`src/rtl/seq_alu.sv`:
```
// Registered ALU with start/busy/done handshake and an optional
// iterative shift-add multiplier.
module seq_alu #(
   parameter int WIDTH  = 8,
   parameter bit MUL_EN = 1'b1
) (
   input  logic             clk,
   input  logic             rst_n,
   input  logic             Start,
   input  logic [2:0]       Op,
   input  logic [WIDTH-1:0] A,
   input  logic [WIDTH-1:0] B,
   input  logic [WIDTH-1:0] ImmVal,
   output logic [WIDTH-1:0] Result,
   output logic             Zero,
   output logic             Carry,
   output logic             Busy,
   output logic             Done
);

   localparam int SW = $clog2(WIDTH);
   localparam int W2 = 2 * WIDTH;

   typedef enum logic {
      IDLE,
      MUL_RUN
   } state_t;

   state_t           state_q, state_d;
   logic [SW-1:0]    cnt_q, cnt_d;
   logic [W2-1:0]    mcand_q, mcand_d;
   logic [W2-1:0]    acc_q, acc_d;
   logic [WIDTH-1:0] mplr_q, mplr_d;
   logic [WIDTH-1:0] res_q, res_d;
   logic             zero_q, zero_d;
   logic             carry_q, carry_d;
   logic             done_q, done_d;

   logic [WIDTH:0]   sum, dif, shl;
   logic [SW-1:0]    shamt;
   logic [WIDTH-1:0] alu_res;
   logic             alu_c;
   logic [W2-1:0]    acc_nxt;
   logic             is_mul;

   always_comb begin
      sum     = {1'b0, A} + {1'b0, ImmVal};
      dif     = {1'b0, A} - {1'b0, B};
      shamt   = B[SW-1:0];
      shl     = {1'b0, A} << shamt;
      alu_res = '0;
      alu_c   = 1'b0;
      unique case (Op)
         3'b000: begin
            alu_res = sum[WIDTH-1:0];
            alu_c   = sum[WIDTH];
         end
         3'b001: alu_res = B;
         3'b010: begin
            alu_res = dif[WIDTH-1:0];
            alu_c   = ~dif[WIDTH];
         end
         3'b011: alu_res = A & B;
         3'b100: alu_res = A | B;
         3'b101: alu_res = A ^ B;
         3'b110: begin
            alu_res = shl[WIDTH-1:0];
            alu_c   = shl[WIDTH];
         end
         3'b111: begin
            alu_res = '0;
            alu_c   = 1'b0;
         end
         default: ;
      endcase
   end

   assign is_mul  = MUL_EN && (Op == 3'b111);
   assign acc_nxt = acc_q + (mplr_q[0] ? mcand_q : '0);

   always_comb begin
      state_d = state_q;
      cnt_d   = cnt_q;
      mcand_d = mcand_q;
      acc_d   = acc_q;
      mplr_d  = mplr_q;
      res_d   = res_q;
      zero_d  = zero_q;
      carry_d = carry_q;
      done_d  = 1'b0;
      unique case (state_q)
         IDLE: begin
            if (Start && is_mul) begin
               mcand_d = {{WIDTH{1'b0}}, A};
               mplr_d  = B;
               acc_d   = '0;
               cnt_d   = '0;
               state_d = MUL_RUN;
            end else if (Start) begin
               res_d   = alu_res;
               zero_d  = (alu_res == '0);
               carry_d = alu_c;
               done_d  = 1'b1;
            end
         end
         MUL_RUN: begin
            acc_d   = acc_nxt;
            mcand_d = mcand_q << 1;
            mplr_d  = mplr_q >> 1;
            cnt_d   = cnt_q + 1'b1;
            // last partial product lands on this edge
            if (cnt_q == SW'(WIDTH - 1)) begin
               res_d   = acc_nxt[WIDTH-1:0];
               zero_d  = (acc_nxt[WIDTH-1:0] == '0);
               carry_d = |acc_nxt[W2-1:WIDTH];
               done_d  = 1'b1;
               state_d = IDLE;
            end
         end
         default: state_d = IDLE;
      endcase
   end

   always_ff @(posedge clk or negedge rst_n) begin
      if (!rst_n) begin
         state_q <= IDLE;
         cnt_q   <= '0;
         mcand_q <= '0;
         acc_q   <= '0;
         mplr_q  <= '0;
         res_q   <= '0;
         zero_q  <= 1'b1;
         carry_q <= 1'b0;
         done_q  <= 1'b0;
      end else begin
         state_q <= state_d;
         cnt_q   <= cnt_d;
         mcand_q <= mcand_d;
         acc_q   <= acc_d;
         mplr_q  <= mplr_d;
         res_q   <= res_d;
         zero_q  <= zero_d;
         carry_q <= carry_d;
         done_q  <= done_d;
      end
   end

   assign Result = res_q;
   assign Zero   = zero_q;
   assign Carry  = carry_q;
   assign Done   = done_q;
   assign Busy   = (state_q == MUL_RUN);

endmodule

```
`config.mk`:
```
export PLATFORM = sky130hd
export DESIGN_NAME = seq_alu
export DESIGN_NICKNAME = d
export VERILOG_FILES = /design/src/rtl/seq_alu.sv
export SDC_FILE = /design/constraint.sdc
export NUM_CORES = 1
export LEC_CHECK = 0
export ABC_AREA = 1
export CAP_MARGIN = 25
export CORE_MARGIN = 2
export CORE_UTILIZATION = 60
export CTS_CLUSTER_DIAMETER = 200
export CTS_CLUSTER_SIZE = 40
export DETAILED_ROUTE_END_ITERATION = 12
export PLACE_DENSITY = 0.94
export SLEW_MARGIN = 20
export SYNTH_ARGS = -nofsm -noshare
export SYNTH_HDL_FRONTEND = slang
export SYNTH_SLANG_ARGS = --single-unit
```
`constraint.sdc`:
```
create_clock -name clk -period 6.2 [get_ports clk]
set_clock_uncertainty 0.15 [all_clocks]
set_input_delay 1.24 -clock clk [delete_from_list [all_inputs] [get_ports clk]]
set_output_delay 1.24 -clock clk [all_outputs]
set_load 0.02 [all_outputs]
```
* Yosys cells after proc, flatten, opt, wreduce, memory -nomap -nowiden
Cells that the tools add are included.
** Cells by class
- Equality and inequality tests :: 12
- $add $sub $neg :: 4
- Shift-type cells :: 1
- Reduce and logical (&&, ||, !) cells :: 6
- Bitwise gates (word level) :: 5
- Mux-type cells :: 30
** Operator list (number)
- 16-bit one-hot mux with 2 select lines :: 2
- 8-bit one-hot mux with 8 select lines :: 1
- 16-bit two-way mux :: 3
- 8-bit two-way mux :: 4
- 8-bit one-hot mux with 2 select lines :: 2
- 16-bit adder :: 1
- 8-bit zero test :: 2
- 3-bit equality test (second input constant) :: 5
- 1-bit two-way mux :: 11
- 8-bit by 8-bit adder with 9-bit output :: 1
- 8-bit by 3-bit left shift with 9-bit output :: 1
- 8-bit by 8-bit subtractor with 9-bit output :: 1
- 8-bit bitwise AND :: 1
- 8-bit bitwise OR :: 1
- 1-bit one-hot mux with 2 select lines :: 4
- 8-bit OR reduction :: 1
- 8-bit bitwise XOR :: 1
- 3-bit by 2-bit equality test with 1-bit output (second input constant) :: 2
- 2-bit != test (second input constant) :: 3
- 3-bit one-hot mux with 2 select lines :: 1
- 3-bit by 1-bit adder with 3-bit output (second input constant) :: 1
- 3-bit by 1-bit equality test with 1-bit output (second input constant) :: 1
- 3-bit zero test :: 1
- 3-bit two-way mux :: 1
- 5 further kinds :: 6
** Storage, ports and cells
- Register bits after elaboration :: 55
- Word-level logic and storage cells :: 67
- Output and inout bits :: 12
- Input port bits :: 30

* Longest topological paths before layout
Gate-level depths: netlist (run 1).
- Word-level depth :: 6
- Mapped depth :: 20
- Gate-level depth less buffers :: 18

* Worst setup path before layout (run 1)
No wires, ideal clock.
- Path kind :: input-to-reg
- Start point :: input port A[0]
- End point :: register zero_q, in the netlist Zero
- Path slack :: 3.275 ns
- Path buffers :: 0
- Stages on the path :: 12
- Arrival time :: 2.702 ns
- Required time :: 5.977 ns
- Setup time :: 0.073 ns
- Cell sequence :: inv_1 > ha_1 > fa_1 > nor2_1 > nor2_1 > nand2_1 > nand3_1 > nor3_1 > nand3_1 > nor2_1 > nand4_1 > a21oi_1
** Between the ends
- Word-level cells in the longest chain between the ends :: 6
- Elaborated cells between the ends (all ways) :: 11
- Those cells by class :: add/sub (2); shift (1); mux (4); bitwise (3); reduce/logical (1)
** Ends and longest elaborated chain
- start: declaration :: RTL line 11 : input logic [WIDTH-1:0] A,
- 8-bit by 8-bit subtractor with 9-bit output, or another cell as far along :: RTL line 48 : dif = {1'b0, A} - {1'b0, B};
- 8-bit one-hot mux with 8 select lines (*) :: RTL line 53 : unique case (Op)
- 8-bit zero test (*) :: RTL line 101 : zero_d = (alu_res == '0);
- 1-bit two-way mux (*) :: RTL line 99 : end else if (Start) begin
- 1-bit two-way mux (*) :: RTL line 93 : if (Start && is_mul) begin
- 1-bit one-hot mux with 2 select lines (*) :: RTL line 91 : unique case (state_q)
- end signal: assignment :: RTL line 142 : zero_q <= zero_d;
- end: declaration :: RTL line 35 : logic zero_q, zero_d;
Every way passes the cells marked *; elsewhere a longest branch is shown, timed or not. The select of a mux whose other input is x is not followed.
A chain may end at the register's enable or synchronous reset.

* Final worst setup path (run 1)
- Start point :: input port Op[0]
- End point :: register carry_q, in the netlist Carry
** Between the ends
- Word-level cells in the longest chain between the ends :: 5
- Elaborated cells between the ends (all ways) :: 11
- Those cells by class :: eq/ne (4); mux (4); reduce/logical (3)
** Ends and longest elaborated chain
- start: declaration :: RTL line 10 : input logic [2:0] Op,
- 3-bit equality test, or another cell as far along :: RTL line 53
- 1-bit one-hot mux with 3 select lines :: RTL line 53
- 1-bit two-way mux :: RTL line 99
- 1-bit two-way mux :: RTL line 93
- 1-bit one-hot mux with 2 select lines :: RTL line 91
- end signal: assignment :: RTL line 143 : carry_q <= carry_d;
- end: declaration :: RTL line 36 : logic carry_q, carry_d;
Parallel ways exist; a longest one is shown, timed or not. The select of a mux whose other input is x is not followed.

==> results.json, run 1 <==
{
  "status": "finished, final reports clean",
  "switching_share": 0.516,
  "hold_start": "cnt_q[0]",
  "portBuffers": 41,
  "via_per_inst": 5.83,
  "crit_fanout": 24,
  "layout.nets": 868,
  "fmax_mhz": 252,
  "die_w_um": 95.4,
  "die_height_um": 95.4,
  "worst_pin_slew_ns": 0.806,
  "worstSetupPathType": "input pin to flop",
  "path_clk_slew_ns": 0.11,
  "p_comb_frac": 0.641,
  "globalRouteOverflowTotal": 0,
  "placementRows": 33,
  "syn_avg_cell_area_um2": 6.62,
  "reg2reg_depth": 18,
  "fillerInstances": 715,
  "post_cts_buffers": 0,
  "maxCapViolCount": 0,
  "core_um2": 8180,
  "hold_path_depth": 1,
  "clockBufferDepth": 2,
  "r2r-end": "Carry",
  "setup_tns_ns": 0,
  "drive_above_1_share": 0.0318,
  "crit_required_ns": 6.27,
  "place_congestion": 1.15,
  "wire_per_inst_um": 16.9,
  "muxShareOfSynthArea": 0,
  "seq_power_share": 0.262,
  "clock_latency_ns": 0.32,
  "drc_errors": 0,
  "fin_crit_sh": 0.641,
  "synth-xor-area-share": 0.0192,
  "cts-resized-gates": 0,
  "multiInputGateArea_um2": 3120,
  "track_usage": 0.344,
  "power_density_nw_per_um2": 469,
  "grt_start_max_net_pins": 56,
  "cts_tree": "done",
  "io_pins": 42,
  "drtAntennaViolNets": 0,
  "r2r-start": "mplr_q[0]",
  "wl_mm": 15.0,
  "yosysUniqueCellTypes": 34,
  "antenna_cells": 0,
  "antenna_found_initial": 0,
  "hold_class": "flop to flop",
  "min_to": "cnt_q[0]",
  "clockPowerShare": 0.097,
  "drv_slew": 0,
  "drtPass1Iterations": 5,
  "syn-instance-count": 757,
  "synthAdderAreaFrac": 0.137,
  "dp_hpwl_mm": 11.9,
  "r2r_setup_slack_ns": 3.36,
  "leakage_nw": 2.97,
  "endpoint_kind": "flop",
  "drt_iter0_drc": 533,
  "start_util": 0.613,
  "route.vias.total": 5194,
  "synthesis.nets": 840,
  "synth-simple-area-share": 0.352,
  "grt_pass1_wl_mm": 23.8,
  "ir_drop_mv": 0.255,
  "period_needed_ns": 3.97,
  "grt_setup_unrepaired": "no",
  "setup_viol": 0,
  "cts_buffers": 5,
  "yosys_warnings": 0,
  "synth_area_um2": 5010,
  "cts_root_buf": "clkbuf_8",
  "finalHoldViolCount": 0,
  "place_ws_ns": 1.98,
  "ys_ff_latch": 55,
  "cts.htree.levels": 2,
  "worst_slack_ns": 2.23,
  "ctsHoldBuffers": 0,
  "slew_headroom": 0.462,
  "synth-compound-area-share": 0.115,
  "synth_top_family_by_area": "simple AND/OR/NAND/NOR gates",
  "grt_pass1_vias": 4587,
  "cts.sinks": 55,
  "cp-start-kind": "input pin",
  "regArea_um2": 1380,
  "critical_path_arrival_ns": 4.05,
  "seq_area_frac_synth": 0.275,
  "dieArea_um2": 9100,
  "p_int_mw": 1.26,
  "switching_power_mw": 1.35,
  "area_growth_pct": 11.2
}
==> critical path: stages <==
cell and delay, ns:
clkdlybuf4s50_1 0.78, inv_1 0.40, nor3_4 0.10, a21oi_4 0.65, a21oi_4 0.07, nor2_4 0.38, nand2_1 0.10, nor2_1 0.11
nand3_1 0.08, nand2_1 0.07, inv_1 0.04
==> cells in the final DEF (no fill, tap or decap), types with 5 or more instances in the layout <==
cell / instances
a21oi_1: 22
a22o_1: 5
a31oi_1: 6
clkbuf_8: 5
clkdlybuf4s50_1: 40
dfrtp_1: 54
ha_1: 50
inv_1: 105
nand2_1: 207
nand3_1: 67
nand3b_1: 6
nand4_1: 22
nor2_1: 93
nor3_1: 7
o21ai_0: 31
o22ai_1: 21
xor2_1: 7
==> area by class of cell <==
class	instances	share of cell area
clock inverter	3	0.00853
inverter	108	0.0727
clock buffer	5	0.0123
multi-input combinational	572	0.560
tap	105	0.0236
timing repair buffer	43	0.0754
sequential	55	0.247
==> flip-flops by register name, indices dropped and copies added, names as in the netlist <==
register and count:
Result 8, Busy 1, Carry 1, Zero 1
Done 1, mplr_q 8, cnt_q 3, mcand_q 16
acc_q 16
==> synth_stat cells <==
cell type  count  area (um2)
nand2_1      207         777
inv_1        105         394
nor2_1        93         349
nand3_1       67         335
dfrtp_1       54        1350
ha_1          50         626
o21ai_0       31         155
a21oi_1       22         110
nand4_1       22         138
o22ai_1       21         131
clkbuf_1      12        45.0
buf_2          8        40.0
nor3_1         7        35.0
xor2_1         7        61.3
a31oi_1        6        37.5
nand3b_1       6        45.0
a22o_1         5        43.8
o211ai_1       4        30.0
xnor2_1        4        35.0
fa_1           3        60.1
inv_2          3        11.3
nor2_4         3        33.8
or2_2          3        18.8
a21o_1         2        15.0
a21oi_4        2        32.5
buf_6          2        22.5
and2_1         1        6.26
dfstp_2        1        26.3
nand2_2        1        6.26
nor3_4         1        16.3
o21a_1         1        7.51
o21ai_1        1        5.00
o21bai_1       1        7.51
or2_0          1        6.26
==> through the flow <==
step           power, mW  utilization  instances  hold slack [ns]  instance area [um2]
2_1_floorplan       1.85            -        757            0.298                 5010
3_3_place_gp        2.24        0.668        883            0.311                 5460
3_5_place_dp        2.32        0.668        883            0.323                 5460
4_1_cts             2.58        0.682        891            0.349                 5580
5_1_grt             2.84        0.682        891            0.376                 5580
6_report            2.61        0.682        891            0.352                 5580
==> how the worst max path moves through the flow <==
stage	from	to	slack (ns)	depth (start not counted)
after floorplan	A[0]	Zero	3.27	12
after global placement	Op[0]	Carry	2.11	11
after detailed placement	Op[0]	Carry	1.98	11
after CTS	Op[0]	Carry	2.32	11
after global routing	Op[0]	Carry	2.03	11
final	Op[0]	Carry	2.23	11
==> routing by layer <==
layer	GRT usage	vias up	wire (um)	share of wire
li1	-	2512	-	-
met1	0.524	2363	6930	0.46
met2	0.491	291	6290	0.42
met3	0.0854	28	1530	0.10
met4	0.0714	0	300	0.020
met5	0	-	0	0
==> power groups by stage <==
| stage | combinational, mW | clock, mW | sequential [mW] |
|---|---|---|---|
| floorplan | 1.19 | 0 | 0.664 |
| global placement | 1.57 | 0 | 0.674 |
| detailed placement | 1.63 | 0 | 0.687 |
| CTS | 1.64 | 0.255 | 0.682 |
| global route | 1.88 | 0.265 | 0.702 |
| finish | 1.68 | 0.253 | 0.684 |
==> cells by family after synthesis <==
kind of cell | after synthesis
AND/OR/NAND/NOR | 412
buffers and inverters | 130
AO/OA/AOI/OAI | 96
XOR/XNOR | 11
adder cells (fa/ha/maj) | 53
flip-flops | 55
Note: power is estimated with default switching activity, not from simulation.
==> run 2: changes to the inputs <==
==> constraint.sdc (replaced) <==
create_clock -name clk -period 4 [get_ports clk]
set_clock_uncertainty 0.15 [all_clocks]
set_input_delay 0.8 -clock clk [delete_from_list [all_inputs] [get_ports clk]]
set_output_delay 0.8 -clock clk [all_outputs]
set_load 0.02 [all_outputs]
==> results.json, run 2 (synthesized netlist as in run 1, its figures left out) <==
{
  "cts-resized-gates": 0,
  "switching_share": 0.517,
  "leakage_nw": 3.02,
  "clockBufferDepth": 2,
  "maxCapViolCount": 0,
  "cts.sinks": 55,
  "cts_root_buf": "clkbuf_8",
  "switching_power_mw": 2.05,
  "clockPowerShare": 0.079,
  "portBuffers": 41,
  "placementRows": 33,
  "seq_power_share": 0.263,
  "setup_viol": 0,
  "slew_headroom": 0.491,
  "status": "finished, final reports clean",
  "final_common_cell": "nand2_1",
  "hold_class": "input pin to asynchronous set/reset pin",
  "wl_mm": 15.0,
  "die_height_um": 95.4,
  "globalRouteOverflowTotal": 0,
  "cp-start-kind": "input pin",
  "grt_pass1_vias": 4880,
  "crit_fanout": 17,
  "cts_buffers": 5,
  "layout.nets": 881,
  "p_total_mw": 3.97,
  "drv_slew": 0,
  "cts_tree": "done",
  "regArea_um2": 1380,
  "dieArea_um2": 9100,
  "ir_drop_mv": 0.422,
  "r2r_setup_slack_ns": 1.15,
  "via_per_inst": 5.80,
  "start_util": 0.613,
  "drive_above_1_share": 0.0476,
  "place_congestion": 1.11,
  "clock_latency_ns": 0.31,
  "p_int_mw": 1.91,
  "io_pins": 42,
  "antenna_cells": 0,
  "period_needed_ns": 3.17,
  "drc_errors": 0,
  "fin_crit_sh": 0.793,
  "power_density_nw_per_um2": 701,
  "wire_per_inst_um": 16.5,
  "setup_tns_ns": 0,
  "p_comb_frac": 0.657,
  "drt_iter0_drc": 394,
  "critical_path_arrival_ns": 3.22,
  "area_growth_pct": 12.8,
  "drtPass1Iterations": 5,
  "finalHoldViolCount": 0,
  "drtAntennaViolNets": 0,
  "worstSetupPathType": "input pin to flop",
  "crit_required_ns": 4.05,
  "route.vias.total": 5244,
  "die_w_um": 95.4,
  "reg2reg_depth": 18,
  "core_um2": 8180,
  "fmax_mhz": 315,
  "worst_pin_slew_ns": 0.763,
  "dp_hpwl_mm": 12.0,
  "mostFrequentLayoutCells": "nand2_1, inv_1, nor2_1",
  "grt_start_max_net_pins": 44,
  "path_clk_slew_ns": 0.11,
  "fillerInstances": 717,
  "cts.htree.levels": 2,
  "r2r-start": "mplr_q[0]",
  "post_cts_buffers": 0,
  "grt_pass1_wl_mm": 23.9,
  "track_usage": 0.341,
  "grt_setup_unrepaired": "no",
  "ctsHoldBuffers": 0,
  "r2r-end": "Carry",
  "antenna_found_initial": 0,
  "endpoint_kind": "flop",
  "multiInputGateArea_um2": 3120,
  "top_regs": "acc_q: 16 flops, mcand_q: 16 flops"
}
-- run 2: changes by cell type in the layout (fill, tap and decap cells not counted) --
cell / delta
bufinv_16: -1
clkinv_2: +1
buf_12: +1
inv_6: -1
clkinvlp_4: +2
buf_4: +12
clkinv_4: -1
-- run 2: final cells by class --
type                       instances  area share
inverter                         108      0.0716
clock buffer                       5      0.0122
multi-input combinational        572       0.552
timing repair buffer              56      0.0938
tap                              105      0.0232
clock inverter                     3     0.00354
sequential                        55       0.243
-- run 2: through the flow --
step | hold WS (ns) | cells | cell area (um2) | worst slack [ns] | util
floorplan | 0.298 | 757 | 5010 | 1.51 | -
CTS | 0.352 | 903 | 5640 | 0.950 | 0.690
detailed placement | 0.327 | 895 | 5550 | 0.619 | 0.679
global placement | 0.315 | 895 | 5550 | 0.607 | 0.679
finish | 0.240 | 904 | 5660 | 0.827 | 0.692
global route | 0.248 | 904 | 5660 | 0.679 | 0.692
-- run 2: how the worst max path moves through the flow --
stage | startpoint | to | cells past startpoint
5_1_grt | Op[0] | Carry | 12
3_3_place_gp | Op[0] | Carry | 12
2_1_floorplan | A[0] | Zero | 12
3_5_place_dp | Op[0] | Carry | 12
4_1_cts | A[0] | Zero | 13
6_report | Op[0] | mcand_q[0] | 5
-- run 2: worst max-delay path: stages --
cell and delay [ns]:
clkdlybuf4s50_1 0.82, inv_1 0.29, nor3_4 0.31, nand3_1 0.56
o21ai_0 0.44
-- run 2: power by group through the flow --
stage / logic, mW / registers (mW) / clock network [mW]
floorplan: 1.84 / 1.03 / 0
global placement: 2.48 / 1.03 / 0
detailed placement: 2.55 / 1.05 / 0
CTS: 2.56 / 1.04 / 0.320
global route: 2.94 / 1.07 / 0.343
finish: 2.61 / 1.04 / 0.315
-- run 2: routing by layer --
metal	up-vias	GRT usage	part of all wire
met5	-	0	0
met4	0	0.0821	0.016
met3	23	0.0751	0.10
met2	252	0.533	0.44
met1	2431	0.483	0.44
li1	2538	-	-
